--- src/rtl/systolic_pkg.sv ---
// Shared types and constants for the systolic array edge feeders.
package systolic_pkg;

    localparam int DEFAULT_DATA_W = 16;

    typedef enum logic [1:0] {
        IDLE   = 2'd0,
        STREAM = 2'd1,
        DONE   = 2'd2
    } feeder_state_e;

    // Number of skewed output steps needed to drain a LANES x DEPTH tile.
    function automatic int stream_len(input int lanes, input int depth);
        return depth + lanes - 1;
    endfunction

endpackage

--- src/rtl/feeder_lane_buffer.sv ---
// One lane of the edge feeder: DEPTH operand registers with a skewed,
// zero-padded registered read driven by the shared step counter.
module feeder_lane_buffer
    import systolic_pkg::*;
#(
    parameter int DATA_W   = DEFAULT_DATA_W,
    parameter int DEPTH    = 4,
    parameter int LANE_IDX = 0,
    parameter int STEP_W   = 3,
    parameter int ADDR_W   = 2
) (
    input  logic              clk,
    input  logic              reset,
    input  logic              wr_en,
    input  logic [ADDR_W-1:0] wr_addr,
    input  logic [DATA_W-1:0] wr_data,
    input  logic              rd_en,
    input  logic [STEP_W-1:0] step,
    output logic [DATA_W-1:0] rd_data,
    output logic              rd_valid
);

    localparam logic [STEP_W:0] LANE_OFF = (STEP_W + 1)'(LANE_IDX);

    logic [DATA_W-1:0] mem_r [DEPTH];
    logic [STEP_W:0]   rel_s;
    logic              hit_s;
    logic [DATA_W-1:0] sel_s;

    // Operand storage; writes are already gated to IDLE and in-range by the top.
    always_ff @(posedge clk or posedge reset) begin
        if (reset) begin
            for (int k = 0; k < DEPTH; k++) begin
                mem_r[k] <= '0;
            end
        end else if (wr_en) begin
            for (int k = 0; k < DEPTH; k++) begin
                if (wr_addr == ADDR_W'(k)) begin
                    mem_r[k] <= wr_data;
                end
            end
        end
    end

    // Skewed element select; a negative step-offset wraps high and never matches.
    always_comb begin
        rel_s = {1'b0, step} - LANE_OFF;
        hit_s = 1'b0;
        sel_s = '0;
        for (int k = 0; k < DEPTH; k++) begin
            hit_s = hit_s | (rel_s == (STEP_W + 1)'(k));
            sel_s = sel_s | (mem_r[k] & {DATA_W{rel_s == (STEP_W + 1)'(k)}});
        end
    end

    // Registered lane output; padding (and anything outside STREAM) reads as zero.
    always_ff @(posedge clk or posedge reset) begin
        if (reset) begin
            rd_data  <= '0;
            rd_valid <= 1'b0;
        end else if (rd_en) begin
            rd_data  <= sel_s;
            rd_valid <= hit_s;
        end else begin
            rd_data  <= '0;
            rd_valid <= 1'b0;
        end
    end

endmodule

--- src/rtl/systolic_edge_feeder.sv ---
// Edge feeder for a systolic multiply array: buffers a LANES x DEPTH tile and
// streams it out with lane i delayed i cycles and zero padding elsewhere.
module systolic_edge_feeder
    import systolic_pkg::*;
#(
    parameter int DATA_W = DEFAULT_DATA_W,
    parameter int LANES  = 4,
    parameter int DEPTH  = 4
) (
    input  logic                       clk,
    input  logic                       reset,
    input  logic                       wr_en,
    input  logic [$clog2(LANES)-1:0]   wr_lane,
    input  logic [$clog2(DEPTH)-1:0]   wr_addr,
    input  logic [DATA_W-1:0]          wr_data,
    input  logic                       start,
    output logic                       busy,
    output logic                       done,
    output logic [LANES*DATA_W-1:0]    lane_out,
    output logic [LANES-1:0]           lane_valid
);

    localparam int S      = stream_len(LANES, DEPTH);
    localparam int STEP_W = $clog2(S + 1);
    localparam int LANE_W = $clog2(LANES);
    localparam int ADDR_W = $clog2(DEPTH);
    localparam logic [STEP_W-1:0] LAST_STEP = STEP_W'(S - 1);

    feeder_state_e     state_r;
    feeder_state_e     next_state_s;
    logic [STEP_W-1:0] step_r;
    logic              busy_next_s;
    logic              done_next_s;
    logic              wr_ok_s;
    logic              rd_en_s;
    logic [LANES-1:0]  lane_we_s;

    // Writes land only while IDLE and with both indices inside the tile.
    assign wr_ok_s = wr_en && (state_r == IDLE)
                  && ({1'b0, wr_lane} < (LANE_W + 1)'(LANES))
                  && ({1'b0, wr_addr} < (ADDR_W + 1)'(DEPTH));
    assign rd_en_s = (state_r == STREAM);

    // State register.
    always_ff @(posedge clk or posedge reset) begin
        if (reset) begin
            state_r <= IDLE;
        end else begin
            state_r <= next_state_s;
        end
    end

    // Next-state logic; start is only honoured in IDLE.
    always_comb begin
        next_state_s = state_r;
        case (state_r)
            IDLE: begin
                if (start) begin
                    next_state_s = STREAM;
                end else begin
                    next_state_s = IDLE;
                end
            end
            STREAM: begin
                if (step_r == LAST_STEP) begin
                    next_state_s = DONE;
                end else begin
                    next_state_s = STREAM;
                end
            end
            DONE:    next_state_s = IDLE;
            default: next_state_s = IDLE;
        endcase
    end

    // Output decode for the registered status flags.
    always_comb begin
        busy_next_s = 1'b0;
        done_next_s = 1'b0;
        case (next_state_s)
            IDLE: begin
                busy_next_s = 1'b0;
                done_next_s = 1'b0;
            end
            STREAM: begin
                busy_next_s = 1'b1;
                done_next_s = 1'b0;
            end
            DONE: begin
                busy_next_s = 1'b1;
                done_next_s = 1'b1;
            end
            default: begin
                busy_next_s = 1'b0;
                done_next_s = 1'b0;
            end
        endcase
    end

    // Registered status outputs.
    always_ff @(posedge clk or posedge reset) begin
        if (reset) begin
            busy <= 1'b0;
            done <= 1'b0;
        end else begin
            busy <= busy_next_s;
            done <= done_next_s;
        end
    end

    // Step counter: runs only in STREAM, held at zero otherwise so it never wraps.
    always_ff @(posedge clk or posedge reset) begin
        if (reset) begin
            step_r <= '0;
        end else if (state_r == STREAM) begin
            step_r <= step_r + STEP_W'(1);
        end else begin
            step_r <= '0;
        end
    end

    for (genvar i = 0; i < LANES; i++) begin : g_lane
        assign lane_we_s[i] = wr_ok_s && (wr_lane == LANE_W'(i));

        feeder_lane_buffer #(
            .DATA_W   (DATA_W),
            .DEPTH    (DEPTH),
            .LANE_IDX (i),
            .STEP_W   (STEP_W),
            .ADDR_W   (ADDR_W)
        ) u_buf (
            .clk      (clk),
            .reset    (reset),
            .wr_en    (lane_we_s[i]),
            .wr_addr  (wr_addr),
            .wr_data  (wr_data),
            .rd_en    (rd_en_s),
            .step     (step_r),
            .rd_data  (lane_out[i*DATA_W +: DATA_W]),
            .rd_valid (lane_valid[i])
        );
    end

endmodule

--- config.mk ---
export PLATFORM = sky130hd
export DESIGN_NAME = systolic_edge_feeder
export DESIGN_NICKNAME = d
export VERILOG_FILES = /design/src/rtl/systolic_pkg.sv /design/src/rtl/feeder_lane_buffer.sv /design/src/rtl/systolic_edge_feeder.sv
export SDC_FILE = /design/constraint.sdc
export NUM_CORES = 1
export LEC_CHECK = 0
export CAP_MARGIN = 20
export CORE_MARGIN = 2
export CORE_UTILIZATION = 63
export DETAILED_ROUTE_END_ITERATION = 10
export PLACE_DENSITY = 0.93
export SETUP_SLACK_MARGIN = 0.05
export SKIP_CTS_REPAIR_TIMING = 1
export SLEW_MARGIN = 20
export SYNTH_ARGS = -nofsm -noshare
export SYNTH_HDL_FRONTEND = slang
export SYNTH_SLANG_ARGS = --single-unit
--- constraint.sdc ---
create_clock -name clk -period 21 [get_ports clk]
set_input_delay 4.2 -clock clk [delete_from_list [all_inputs] [get_ports clk]]
set_output_delay 4.2 -clock clk [all_outputs]
set_load 0.03 [all_outputs]
# ---- After elaboration in Yosys (flattened, before gate mapping)
# Index checks and enable logic that the tools add are counted.
dict set report classes {
  n_addsub 4
  eq_ne 22
  muxes 14
  n_bitwise 40
  reduce_logical 29
}
# op n
set ops {}
lappend ops {{16-bit AND} 16}
lappend ops {{16-bit OR} 12}
lappend ops {{16-bit two-way mux} 4}
lappend ops {{2-bit AND reduction} 16}
lappend ops {{4-bit by 2-bit == test with 1-bit output, second input constant} 6}
lappend ops {{4-bit logical NOT} 4}
lappend ops {{4-bit by 1-bit == test with 1-bit output, second input constant} 3}
lappend ops {{1-bit OR} 12}
lappend ops {{2-bit == test, second input constant} 5}
lappend ops {{2-bit by 1-bit == test with 1-bit output, second input constant} 4}
lappend ops {{3-bit by 2-bit subtractor with 4-bit output, second input constant} 2}
lappend ops {{1-bit two-way mux} 7}
lappend ops {{3-bit by 2-bit == test with 1-bit output, second input constant} 2}
lappend ops {{2-bit logical NOT} 3}
lappend ops {{1-bit logical AND} 5}
lappend ops {{2-bit one-hot mux with 2 select lines} 1}
lappend ops {{3-bit by 1-bit subtractor with 4-bit output, second input constant} 1}
lappend ops {{3-bit by 1-bit adder with 3-bit output, second input constant} 1}
lappend ops {{3-bit by 1-bit == test with 1-bit output, second input constant} 1}
lappend ops {{3-bit == test, second input constant} 1}
lappend ops {{3-bit two-way mux} 1}
lappend ops {{2-bit two-way mux} 1}
lappend ops {{2-bit OR reduction} 1}
dict set report totals {
  regBits 331
  output_inout_bits 70
  word_cells 137
}

# ---- Logic depth before layout (Yosys ltp)
# Gate-level depths: netlist (run 1).
dict set report depth {
  ltp_word 7
  mapped_depth 8
  depth_no_buf 5
}

# ---- Hierarchy
# A second synthesis (run 1) with hierarchy kept.
dict set report unflattened {
  hier_cells 929
  hier_area_um2 13827.0
}
# mod instances cells_per_inst area_each_um2 seq_area_each_um2
set by_module_without_submodules {}
lappend by_module_without_submodules {{feeder_lane_buffer at g_lane[3].u_buf} 1 237 3442.1 2026.9}
lappend by_module_without_submodules {{feeder_lane_buffer at g_lane[2].u_buf} 1 232 3432.0 2026.9}
lappend by_module_without_submodules {{feeder_lane_buffer at g_lane[0].u_buf} 1 212 3315.7 2026.9}
lappend by_module_without_submodules {{feeder_lane_buffer at g_lane[1].u_buf} 1 218 3309.4 2026.9}
lappend by_module_without_submodules {systolic_edge_feeder 1 30 327.8 175.2}

# ---- Worst setup path before layout (run 1)
# Ideal clock, no wire load.
dict set report synth_timing {
  kind {in2reg}
  from {in wr_lane[0]}
  to {reg g_lane[0].u_buf.mem_r[32] (netlist bit)}
  setup_ns 0.125
  arrival_ns 5.849
  setup_slack_ns 15.026
  cell_stages 6
  n_path_buf 3
  path_cell_list {or4b_1 -> buf_2 -> or4b_4 -> buf_6 -> buf_6 -> mux2_4}
}
dict set report synth_via {
  elab_chain_len 3
}
# item line_no
set synth_rtl {}
lappend synth_rtl {{start: declaration} systolic_edge_feeder.sv:13} ;# input logic [$clog2(LANES)-1:0] wr_lane,
lappend synth_rtl {{2-bit logical NOT} systolic_edge_feeder.sv:123} ;# assign lane_we_s[i] = wr_ok_s && (wr_lane == LANE_W'(i));
lappend synth_rtl {{1-bit logical AND} systolic_edge_feeder.sv:123}
lappend synth_rtl {{2-bit AND reduction (no line)} --}
lappend synth_rtl {{end signal: indexed assignment} feeder_lane_buffer.sv:39} ;# mem_r[k] <= wr_data;
lappend synth_rtl {{end: declaration} feeder_lane_buffer.sv:25} ;# logic [DATA_W-1:0] mem_r [DEPTH];
# Every way passes these cells.
# A chain may end at the register's enable or synchronous reset.

# ---- Worst setup path in the final report (run 1)
dict set report layout_timing {
  from {in wr_en}
  to {reg g_lane[1].u_buf.mem_r[30] (netlist bit)}
}
dict set report layout_via {
  elab_chain_len 3
}
# item line_no
set layout_rtl {}
lappend layout_rtl {{start: declaration} systolic_edge_feeder.sv:12} ;# input logic wr_en,
lappend layout_rtl {{1-bit logical AND} systolic_edge_feeder.sv:39} ;# assign wr_ok_s = wr_en && (state_r == IDLE)
lappend layout_rtl {{1-bit logical AND} systolic_edge_feeder.sv:123}
lappend layout_rtl {{2-bit AND reduction (no line)} --}
lappend layout_rtl {{end signal: indexed assignment} feeder_lane_buffer.sv:39}
lappend layout_rtl {{end: declaration} feeder_lane_buffer.sv:25}
# Every way passes these cells.

==> results of run 1 <==
## logic make-up after synthesis
group,count (synthesis)
buffers and inverters,87
flip-flops,331
XOR/XNOR,1
adder cells (fa/ha/maj),11
AND/OR/NAND/NOR,59
multiplexers,256
AO/OA/AOI/OAI,197
## per-layer routing
| layer | vias to the layer above | wire length (microns) | track usage (%) |
|---|---|---|---|
| met4 | 0 | 1070 | 11.7 |
| met5 | - | 0 | 0 |
| li1 | 3542 | - | - |
| met2 | 374 | 15800 | 48.5 |
| met1 | 4424 | 12900 | 39.8 |
| met3 | 82 | 1920 | 3.72 |
## power by group through the flow
stage          registers [uW]  logic [uW]  clock network [uW]
4_1_cts                   948         629                 582
3_5_place_dp              950         613                   0
6_report                  952         633                 577
2_1_floorplan             987         362                   0
3_3_place_gp              934         592                   0
5_1_grt                   970         672                 608
## cell type report
type | instances | area [sq um]
Sequential cell | 331 | 8280
Fill cell | 1232 | 5380
Multi-Input combinational cell | 524 | 4750
Timing Repair Buffer | 104 | 1050
Clock buffer | 49 | 933
Tap cell | 275 | 344
Clock inverter | 8 | 121
Inverter | 7 | 33.8
## stage by stage
stage / hold slack (ps) / instances / cell area, sq um / utilization (%)
6_report: 504 / 1298 / 15500 / 74.3
5_1_grt: 520 / 1298 / 15500 / 74.3
4_1_cts: 508 / 1297 / 15500 / 74.1
3_5_place_dp: 494 / 1240 / 14400 / 69.1
3_3_place_gp: 488 / 1240 / 14400 / 69.1
2_1_floorplan: 480 / 942 / 13400 / -
## worst register-to-register path: cells and delay by family, from the launching register on
family | cells | cell delay, ps
AND/OR/NAND/NOR | 1 | 720
buffers and inverters | 1 | 690
adder cells (fa/ha/maj) | 1 | 580
flip-flops | 1 | 550
AO/OA/AOI/OAI | 1 | 440
## synth_stat cells, drive strengths merged
library cell,number
nand3b,2
and2,1
xor2,1
a211o,1
clkbuf,66
ha,11
a22o,16
dfrtp,331
a311o,1
nand3,3
a21oi,66
inv,6
and3,1
nand2,23
nand2b,1
clkinv,1
nor4bb,1
nor3b,1
nor4,1
nor2b,2
or3,1
nor3,4
buf,14
o21a,1
mux2,256
or4b,2
nor4b,2
a22oi,112
nand4bb,1
nor2,13
## sequential cells by signal (all words and copies together) (netlist names)
name                   cells
g_lane.u_buf.mem_r       256
g_lane.u_buf.rd_data      64
g_lane.u_buf.rd_valid      4
step_r                     3
state_r                    2
busy                       1
done                       1
## worst max-delay path by stage
stage	from	end	cells after the start
5_1_grt	wr_en	g_lane[0].u_buf.mem_r[30]	4
6_report	wr_en	g_lane[1].u_buf.mem_r[30]	4
3_5_place_dp	wr_en	g_lane[1].u_buf.mem_r[23]	4
3_3_place_gp	wr_en	g_lane[1].u_buf.mem_r[19]	4
2_1_floorplan	reset	busy	1
4_1_cts	wr_en	g_lane[1].u_buf.mem_r[30]	4
==> flow_metrics.env, run 1 <==
export IMPL_run_status="finished clean"
export IMPL_hold_path_depth=1
export IMPL_layout_common_cells="dfrtp_1 (331), mux2_2 (246), a22oi_1 (112), clkdlybuf4s50_1 (93), a21oi_1 (66)"
export IMPL_synth_top_family_by_area="multiplexers"
export IMPL_skew_ps=17.4
export IMPL_fin_tns_setup_ps=0
export IMPL_detailedPlace_worstSlack_ps=14380
export IMPL_cap_violations=0
export IMPL_overflow=0
export IMPL_synthAdderAreaFrac_pct=1.03
export IMPL_rsz0062_at_grt="no"
export IMPL_grt_usage_pct=29.2
export IMPL_synth_net_count=977
export IMPL_power_uw=2160
export IMPL_yosys_warnings=0
export IMPL_p_sw_uw=723
export IMPL_critPathRequiredTime_ps=21430
export IMPL_setup_viol=0
export IMPL_final_antenna_net_count=0
export IMPL_antenna_found_initial=0
export IMPL_drive_above_1_share_pct=32.0
export IMPL_p_int_uw=1440
export IMPL_pwr_share_clk_pct=26.7
export IMPL_synth_seq_cells=331
export IMPL_grt_max_degree=191
export IMPL_power_switching_share_pct=33.4
export IMPL_synth_compound_area_share_pct=10.0
export IMPL_rr_endpoint="g_lane[3].u_buf.rd_data[7]"
export IMPL_yosysSeqAreaShare_pct=62.0
export IMPL_grt_pass1_vias=8896
export IMPL_area_delta_synth_final_pct=16.1
export IMPL_core_area_sq_um=20900
export IMPL_hold_viol=0
export IMPL_yosysUniqueCellTypes=37
export IMPL_cts_sinks=331
export IMPL_ios=94
export IMPL_die_area_sq_um=22400
export IMPL_syn_inst=942
export IMPL_netlist_area_sq_um=13400
export IMPL_crit_type="in2reg"
export IMPL_floorplan_initialDensity_pct=64.0
export IMPL_seqPwrFrac_pct=44.0
export IMPL_drt_wirelength_per_cell_microns=24.5
export IMPL_drc_errors=0
export IMPL_avgViaCountPerCell=6.49
export IMPL_hp_class="reg2reg"
export IMPL_clkLatencyLatePin_ps=550
export IMPL_cp_arrival_ps=6590
export IMPL_synth_area_leaders="dfrtp_1 (62%), mux2_2 (21%), a22oi_1 (6.3%)"
export IMPL_slew_viol_final=0
export IMPL_place_congestion=0.768
export IMPL_cp_max_fo=16
export IMPL_cp_end_kind="flip-flop"
export IMPL_critical_path_top_delay_family="simple AND/OR/NAND/NOR gates"
export IMPL_port_buffers=93
export IMPL_p_comb_share_pct=29.3
export IMPL_power_leakage_uw=0.00718
export IMPL_dp_hpwl_microns=17500
export IMPL_cts_buffers=31
export IMPL_setup_ws_ps=14830
export IMPL_htree_levels=1
export IMPL_crit_chain="clkdlybuf4s50_1 > nor4bb_1 > nand3_1 > mux2_2"
export IMPL_dr_pass1_iters=5
export IMPL_crit_buf_inv=1
export IMPL_powerDensity_nw_per_um2=139
export IMPL_r2r_start="step_r[2]"
export IMPL_reg2reg_depth=4
export IMPL_critPathSlowestCell="nand3_1"
export IMPL_max_stage_delay_ps=800
export IMPL_grt_pass1_wl_microns=50500
export IMPL_clockRootBuffer="clkbuf_16"
export IMPL_cts_tree="done"
export IMPL_yosysTopAreaCell="dfrtp_1"
export IMPL_fp_dieW_microns=150
export IMPL_period_needed_ps=6170
export IMPL_path_clk_slew_ps=70
export IMPL_start_kind="primary input"
export IMPL_r2r_setup_slack_ps=17880
export IMPL_timing_fmax_ghz=0.162
export IMPL_drtIter0Drc=906
export IMPL_worst_pin_slew_ps=1050
export IMPL_synthSimpleGateAreaFrac_pct=2.32
export IMPL_fin_nets=1034
export IMPL_period_share_pct=29.4
export IMPL_final_common_cell="dfrtp_1"
export IMPL_clk_path_buf_depth=3
export IMPL_synth_xor_xnor_area_share_pct=0.0655
export IMPL_slew_headroom_pct=30.2
export IMPL_syn_avg_cell_area_sq_um=14.2
export IMPL_rows=53
export IMPL_vias=8422
export IMPL_hp_start="g_lane[3].u_buf.mem_r[42]"
export IMPL_yosysTopAreaCellShare_pct=62.0
export IMPL_n_antenna_cell=0
export IMPL_min_to="g_lane[3].u_buf.mem_r[42]"
export IMPL_synth_area_mux_share_pct=21.9
export IMPL_dieHeight_microns=150
export IMPL_wl_microns=31700
export IMPL_ir_drop_mv=0.0955
Power figures use the tool's default switching activity.
==> run 2, diff against run 1 <==
--- a/config.mk
+++ b/config.mk
@@ -7,9 +7,9 @@
 export LEC_CHECK = 0
 export CAP_MARGIN = 20
 export CORE_MARGIN = 2
-export CORE_UTILIZATION = 63
+export CORE_UTILIZATION = 59
 export DETAILED_ROUTE_END_ITERATION = 10
-export PLACE_DENSITY = 0.93
+export PLACE_DENSITY = 0.88
 export SETUP_SLACK_MARGIN = 0.05
 export SKIP_CTS_REPAIR_TIMING = 1
 export SLEW_MARGIN = 20
==> constraint.sdc (replaced) <==
create_clock -name clk -period 6.3 [get_ports clk]
set_input_delay 1.26 -clock clk [delete_from_list [all_inputs] [get_ports clk]]
set_output_delay 1.26 -clock clk [all_outputs]
set_load 0.03 [all_outputs]
==> run 2 against run 1 <==
  * Combinational power rose to 3.3 times the previous value
  * Critical path type unchanged
  * Clock power rose to 3.3 times the previous value
  * Largest cell class unchanged
  * Clock skew barely moved
  * Critical endpoint is now g_lane[1].u_buf.mem_r[25]
==> flow_metrics.env, run 2 (synthesis gave the netlist of run 1 again) <==
export IMPL_final_common_cell="dfrtp_1"
export IMPL_rsz0062_at_grt="no"
export IMPL_dp_hpwl_microns=17400
export IMPL_fp_dieW_microns=154
export IMPL_cts_buffers=31
export IMPL_critPathRequiredTime_ps=6740
export IMPL_cp_max_fo=16
export IMPL_timing_fmax_ghz=0.307
export IMPL_hp_start="g_lane[0].u_buf.mem_r[29]"
export IMPL_port_buffers=93
export IMPL_worst_pin_slew_ps=1030
export IMPL_slew_headroom_pct=31.5
export IMPL_cp_depth=4
export IMPL_period_share_pct=51.7
export IMPL_dieHeight_microns=154
export IMPL_hp_class="reg2reg"
export IMPL_top_register="g_lane.u_buf.mem_r"
export IMPL_clkLatencyLatePin_ps=570
export IMPL_regArea_sq_um=8280
export IMPL_start_kind="primary input"
export IMPL_r2r_start="step_r[2]"
export IMPL_core_area_sq_um=22400
export IMPL_period_needed_ps=3260
export IMPL_cts_sinks=331
export IMPL_antenna_found_initial=0
export IMPL_crit_chain="clkdlybuf4s50_1 > nor4bb_1 > nand3_1 > mux2_2"
export IMPL_hold_path_depth=1
export IMPL_final_antenna_net_count=0
export IMPL_wl_microns=30000
export IMPL_setup_viol=0
export IMPL_critPathSlowestCell="nand3_1"
export IMPL_n_antenna_cell=0
export IMPL_reg2reg_depth=4
export IMPL_floorplan_initialDensity_pct=59.6
export IMPL_htree_levels=1
export IMPL_skew_ps=17.0
export IMPL_ios=94
export IMPL_cap_violations=0
export IMPL_ir_drop_mv=0.259
export IMPL_cts_tree="done"
export IMPL_reg_top3="g_lane.u_buf.mem_r x256, g_lane.u_buf.rd_data x64, g_lane.u_buf.rd_valid x4"
export IMPL_rows=55
export IMPL_hold_viol=0
export IMPL_area_delta_synth_final_pct=16.1
export IMPL_drive_above_1_share_pct=32.2
export IMPL_critical_path_top_delay_family="simple AND/OR/NAND/NOR gates"
export IMPL_crit_type="in2reg"
export IMPL_overflow=0
export IMPL_avgViaCountPerCell=6.29
export IMPL_grt_max_degree=148
export IMPL_largest_reg_flops=256
export IMPL_fin_nets=1034
export IMPL_cp_end_kind="flip-flop"
export IMPL_grt_usage_pct=25.4
export IMPL_path_clk_slew_ps=60
export IMPL_dr_pass1_iters=6
export IMPL_setup_ws_ps=3040
export IMPL_slew_viol_final=0
export IMPL_drt_wirelength_per_cell_microns=22.9
export IMPL_crit_buf_inv=1
export IMPL_power_leakage_uw=0.00717
export IMPL_drtIter0Drc=598
export IMPL_multi_input_area_sq_um=4750
export IMPL_grt_pass1_wl_microns=47800
export IMPL_layout_common_cells="dfrtp_1 (331), mux2_2 (246), a22oi_1 (112), clkdlybuf4s50_1 (93), a21oi_1 (66)"
export IMPL_grt_pass1_vias=8762
export IMPL_powerDensity_nw_per_um2=458
export IMPL_vias=8229
export IMPL_run_status="finished clean"
export IMPL_detailedPlace_worstSlack_ps=2560
export IMPL_drc_errors=0
export IMPL_fillers=1514
export IMPL_clockRootBuffer="clkbuf_16"
export IMPL_critPathLaunch="wr_en"
export IMPL_max_stage_delay_ps=840
export IMPL_cp_arrival_ps=3700
export IMPL_die_area_sq_um=23900
export IMPL_fin_tns_setup_ps=0
export IMPL_clk_path_buf_depth=3
export IMPL_place_congestion=0.739
==> run 2: area by class of cell <==
class	count	area share, %
Clock buffer	45	5.73
Multi-Input combinational cell	524	30.7
Tap cell	285	2.30
Inverter	7	0.194
Sequential cell	331	53.4
Clock inverter	13	0.944
Timing Repair Buffer	104	6.78
==> run 2: worst reg2reg max path: stages (launching register included) <==
cell and delay (ps):
dfrtp_1 510, clkinv_1 670, ha_1 570, or3_1 740
a21oi_1 440
==> run 2: metrics by stage <==
| step | total power, uW | cell area [sq um] | std cells | utilization (%) | hold slack [ps] |
|---|---|---|---|---|---|
| after floorplan | 4500 | 13400 | 942 | - | 480 |
| after global placement | 5100 | 14500 | 1250 | 64.4 | 487 |
| after detailed placement | 5200 | 14500 | 1250 | 64.4 | 493 |
| after CTS | 7120 | 15500 | 1308 | 69.0 | 508 |
| after global routing | 7410 | 15500 | 1309 | 69.1 | 519 |
| final | 7110 | 15500 | 1309 | 69.1 | 505 |
==> run 2: report_power, final <==
part | leakage, uW | switching [uW] | internal [uW]
Combinational | 0.00219 | 1210 | 867
Sequential | 0.00446 | 349 | 2790
Clock | 0.000513 | 792 | 1100
==> run 2: per-layer routing <==
layer  track usage, %  routed length (microns)  up-vias
met1             33.9                    12400     4335
met2             43.0                    15100      282
li1                 -                        -     3540
met5                0                        0        -
met3             3.67                     1580       72
met4             9.39                      890        0
==> run 2: worst paths after layout <==
path / slack, ps / to
min reg2reg: 500 / g_lane[0].u_buf.mem_r[29]
min in group asynchronous: 1010 / g_lane[2].u_buf.mem_r[44]
max: 3040 / g_lane[1].u_buf.mem_r[25]
max reg2reg: 3250 / g_lane[3].u_buf.rd_data[7]
min: 500 / g_lane[0].u_buf.mem_r[29]
max in group asynchronous: 4270 / g_lane[3].u_buf.mem_r[16]
==> run 3, diff against run 2 <==
==> constraint.sdc (replaced) <==
create_clock -name clk -period 3.1 [get_ports clk]
set_input_delay 0.62 -clock clk [delete_from_list [all_inputs] [get_ports clk]]
set_output_delay 0.62 -clock clk [all_outputs]
set_load 0.03 [all_outputs]
==> run 3 against run 2 <==
  * Final area increased by 0.95%
  * Worst setup slack worse by 2300 ps
  * First-iteration DRC count grew 7.4%
  * Combinational power grew 110%
  * Flip-flop and latch count did not move
  * Die area unchanged
  * Power grew 100%
  * Sequential power is 100% higher
  * Final cell count is 1.5% higher
  * Largest power group unchanged
  * Highest routed layer is now met5
==> flow_metrics.env, run 3 (synthesis gave the netlist of run 1 again) <==
export IMPL_path_clk_slew_ps=60
export IMPL_vias=8258
export IMPL_top_register="g_lane.u_buf.mem_r"
export IMPL_fillers=1431
export IMPL_pwr_share_clk_pct=25.5
export IMPL_avgViaCountPerCell=6.22
export IMPL_power_leakage_uw=0.00727
export IMPL_fin_nets=1056
export IMPL_ios=94
export IMPL_n_antenna_cell=0
export IMPL_timing_fmax_ghz=0.426
export IMPL_run_status="finished clean"
export IMPL_fin_tns_setup_ps=0
export IMPL_overflow=0
export IMPL_clk_path_buf_depth=3
export IMPL_reg_top3="g_lane.u_buf.mem_r x256, g_lane.u_buf.rd_data x64, g_lane.u_buf.rd_valid x4"
export IMPL_final_common_cell="dfrtp_1"
export IMPL_skew_ps=14.7
export IMPL_dr_pass1_iters=5
export IMPL_core_area_sq_um=22400
export IMPL_cts_buffers=31
export IMPL_grt_max_degree=88
export IMPL_cap_violations=0
export IMPL_grt_pass1_vias=8742
export IMPL_dieHeight_microns=154
export IMPL_floorplan_initialDensity_pct=59.6
export IMPL_final_util_pct=69.8
export IMPL_drc_errors=0
export IMPL_die_area_sq_um=23900
export IMPL_final_area_sq_um=15700
export IMPL_wl_microns=29500
export IMPL_worst_pin_slew_ps=847
export IMPL_rsz0062_at_grt="no"
export IMPL_cts_tree="done"
export IMPL_antenna_found_initial=2
export IMPL_crit_chain="clkinv_1 > ha_1 > or3_1 > a21oi_1"
export IMPL_placed_area_sq_um=14700
export IMPL_dp_hpwl_microns=17900
export IMPL_clkLatencyLatePin_ps=550
export IMPL_period_share_pct=75.7
export IMPL_hp_class="in2async"
export IMPL_place_congestion=0.770
export IMPL_slew_viol_final=0
export IMPL_hold_viol=0
export IMPL_ir_drop_mv=0.508
export IMPL_rows=55
export IMPL_seqPwrFrac_pct=44.5
export IMPL_power_switching_share_pct=32.6
export IMPL_p_sw_uw=4690
export IMPL_layout_common_cells="dfrtp_1 (331), mux2_2 (246), a22oi_1 (112), clkdlybuf4s50_1 (93), a21oi_1 (66)"
export IMPL_cts_sinks=331
export IMPL_fp_dieW_microns=154
export IMPL_slew_headroom_pct=43.5
export IMPL_setup_viol=0
export IMPL_cp_arrival_ps=2780
export IMPL_final_antenna_net_count=0
export IMPL_drive_above_1_share_pct=33.0
export IMPL_p_int_uw=9710
export IMPL_critPathRequiredTime_ps=3530
export IMPL_period_needed_ps=2350
export IMPL_cp_max_fo=17
export IMPL_grt_pass1_wl_microns=47600
export IMPL_clockRootBuffer="clkbuf_16"
export IMPL_drtIter0Drc=642
export IMPL_powerDensity_nw_per_um2=919
export IMPL_grt_usage_pct=25.2
export IMPL_critPathSlowestCell="or3_1"
export IMPL_cp_end_kind="flip-flop"
export IMPL_max_stage_delay_ps=730
export IMPL_area_delta_synth_final_pct=17.2
export IMPL_crit_type="reg2reg"
export IMPL_largest_reg_flops=256
export IMPL_port_buffers=93
export IMPL_htree_levels=1
export IMPL_drt_wirelength_per_cell_microns=22.2
export IMPL_start_kind="flip-flop"
export IMPL_p_comb_share_pct=30.0
## run 3: changes by cell type in the layout (fill, tap and decap cells not counted), sizes merged
cell,change
inv,-1
bufinv,-2
clkinvlp,-1
clkbuf,+4
buf,+22
clkinv,-3
## run 3: routing by layer
| metal | vias up | wire length (microns) | track usage (%) |
|---|---|---|---|
| met5 | - | 13 | 0 |
| met3 | 62 | 1630 | 3.84 |
| met1 | 4317 | 12200 | 33.2 |
| met4 | 2 | 804 | 9.13 |
| li1 | 3580 | - | - |
| met2 | 297 | 14800 | 43.0 |
## run 3: critical path: cells and delay by family (launching register included)
family | cells | cell delay, ps
compound gates | 1 | 380
fa+ha+maj | 1 | 350
buf+inv | 1 | 250
flops | 1 | 520
simple gates | 1 | 730
## run 3: final timing paths
check	endpoint	cells after the start	start	slack, ps
max	g_lane[3].u_buf.rd_data[15]	4	step_r[2]	750
min	g_lane[2].u_buf.mem_r[11]	2	reset	410
max reg2reg	g_lane[3].u_buf.rd_data[15]	4	step_r[2]	750
min reg2reg	g_lane[2].u_buf.mem_r[62]	1	g_lane[2].u_buf.mem_r[62]	500
max in group asynchronous	g_lane[0].u_buf.mem_r[1]	3	reset	1810
min in group clk	g_lane[2].u_buf.mem_r[62]	1	g_lane[2].u_buf.mem_r[62]	500
## run 3: area by class of cell
class	instances	area, sq um	share of cell area (%)
sequential	331	8280	52.9
timing repair buffer	126	1250	8.01
clock buffer	49	943	6.03
tap	285	357	2.28
inverter	7	30.0	0.192
clock inverter	6	55.1	0.352
multi-input combinational	524	4740	30.2
## run 3: metrics by stage
stage / power, uW / hold WS [ps] / cells / setup WS [ps]
after floorplan: 9150 / 480 / 942 / -1940
after global placement: 10500 / 487 / 1273 / 288
after detailed placement: 10700 / 493 / 1273 / 237
after CTS: 14400 / 402 / 1328 / 777
after global routing: 15100 / 438 / 1328 / 648
final: 14400 / 413 / 1328 / 755
## run 3: power groups by stage
stage	combinational (uW)	clock, uW	sequential [uW]
after floorplan	2460	0	6690
after global placement	4130	0	6340
final	4320	3680	6400
after CTS	4320	3720	6390
after detailed placement	4280	0	6430
after global routing	4620	3920	6540
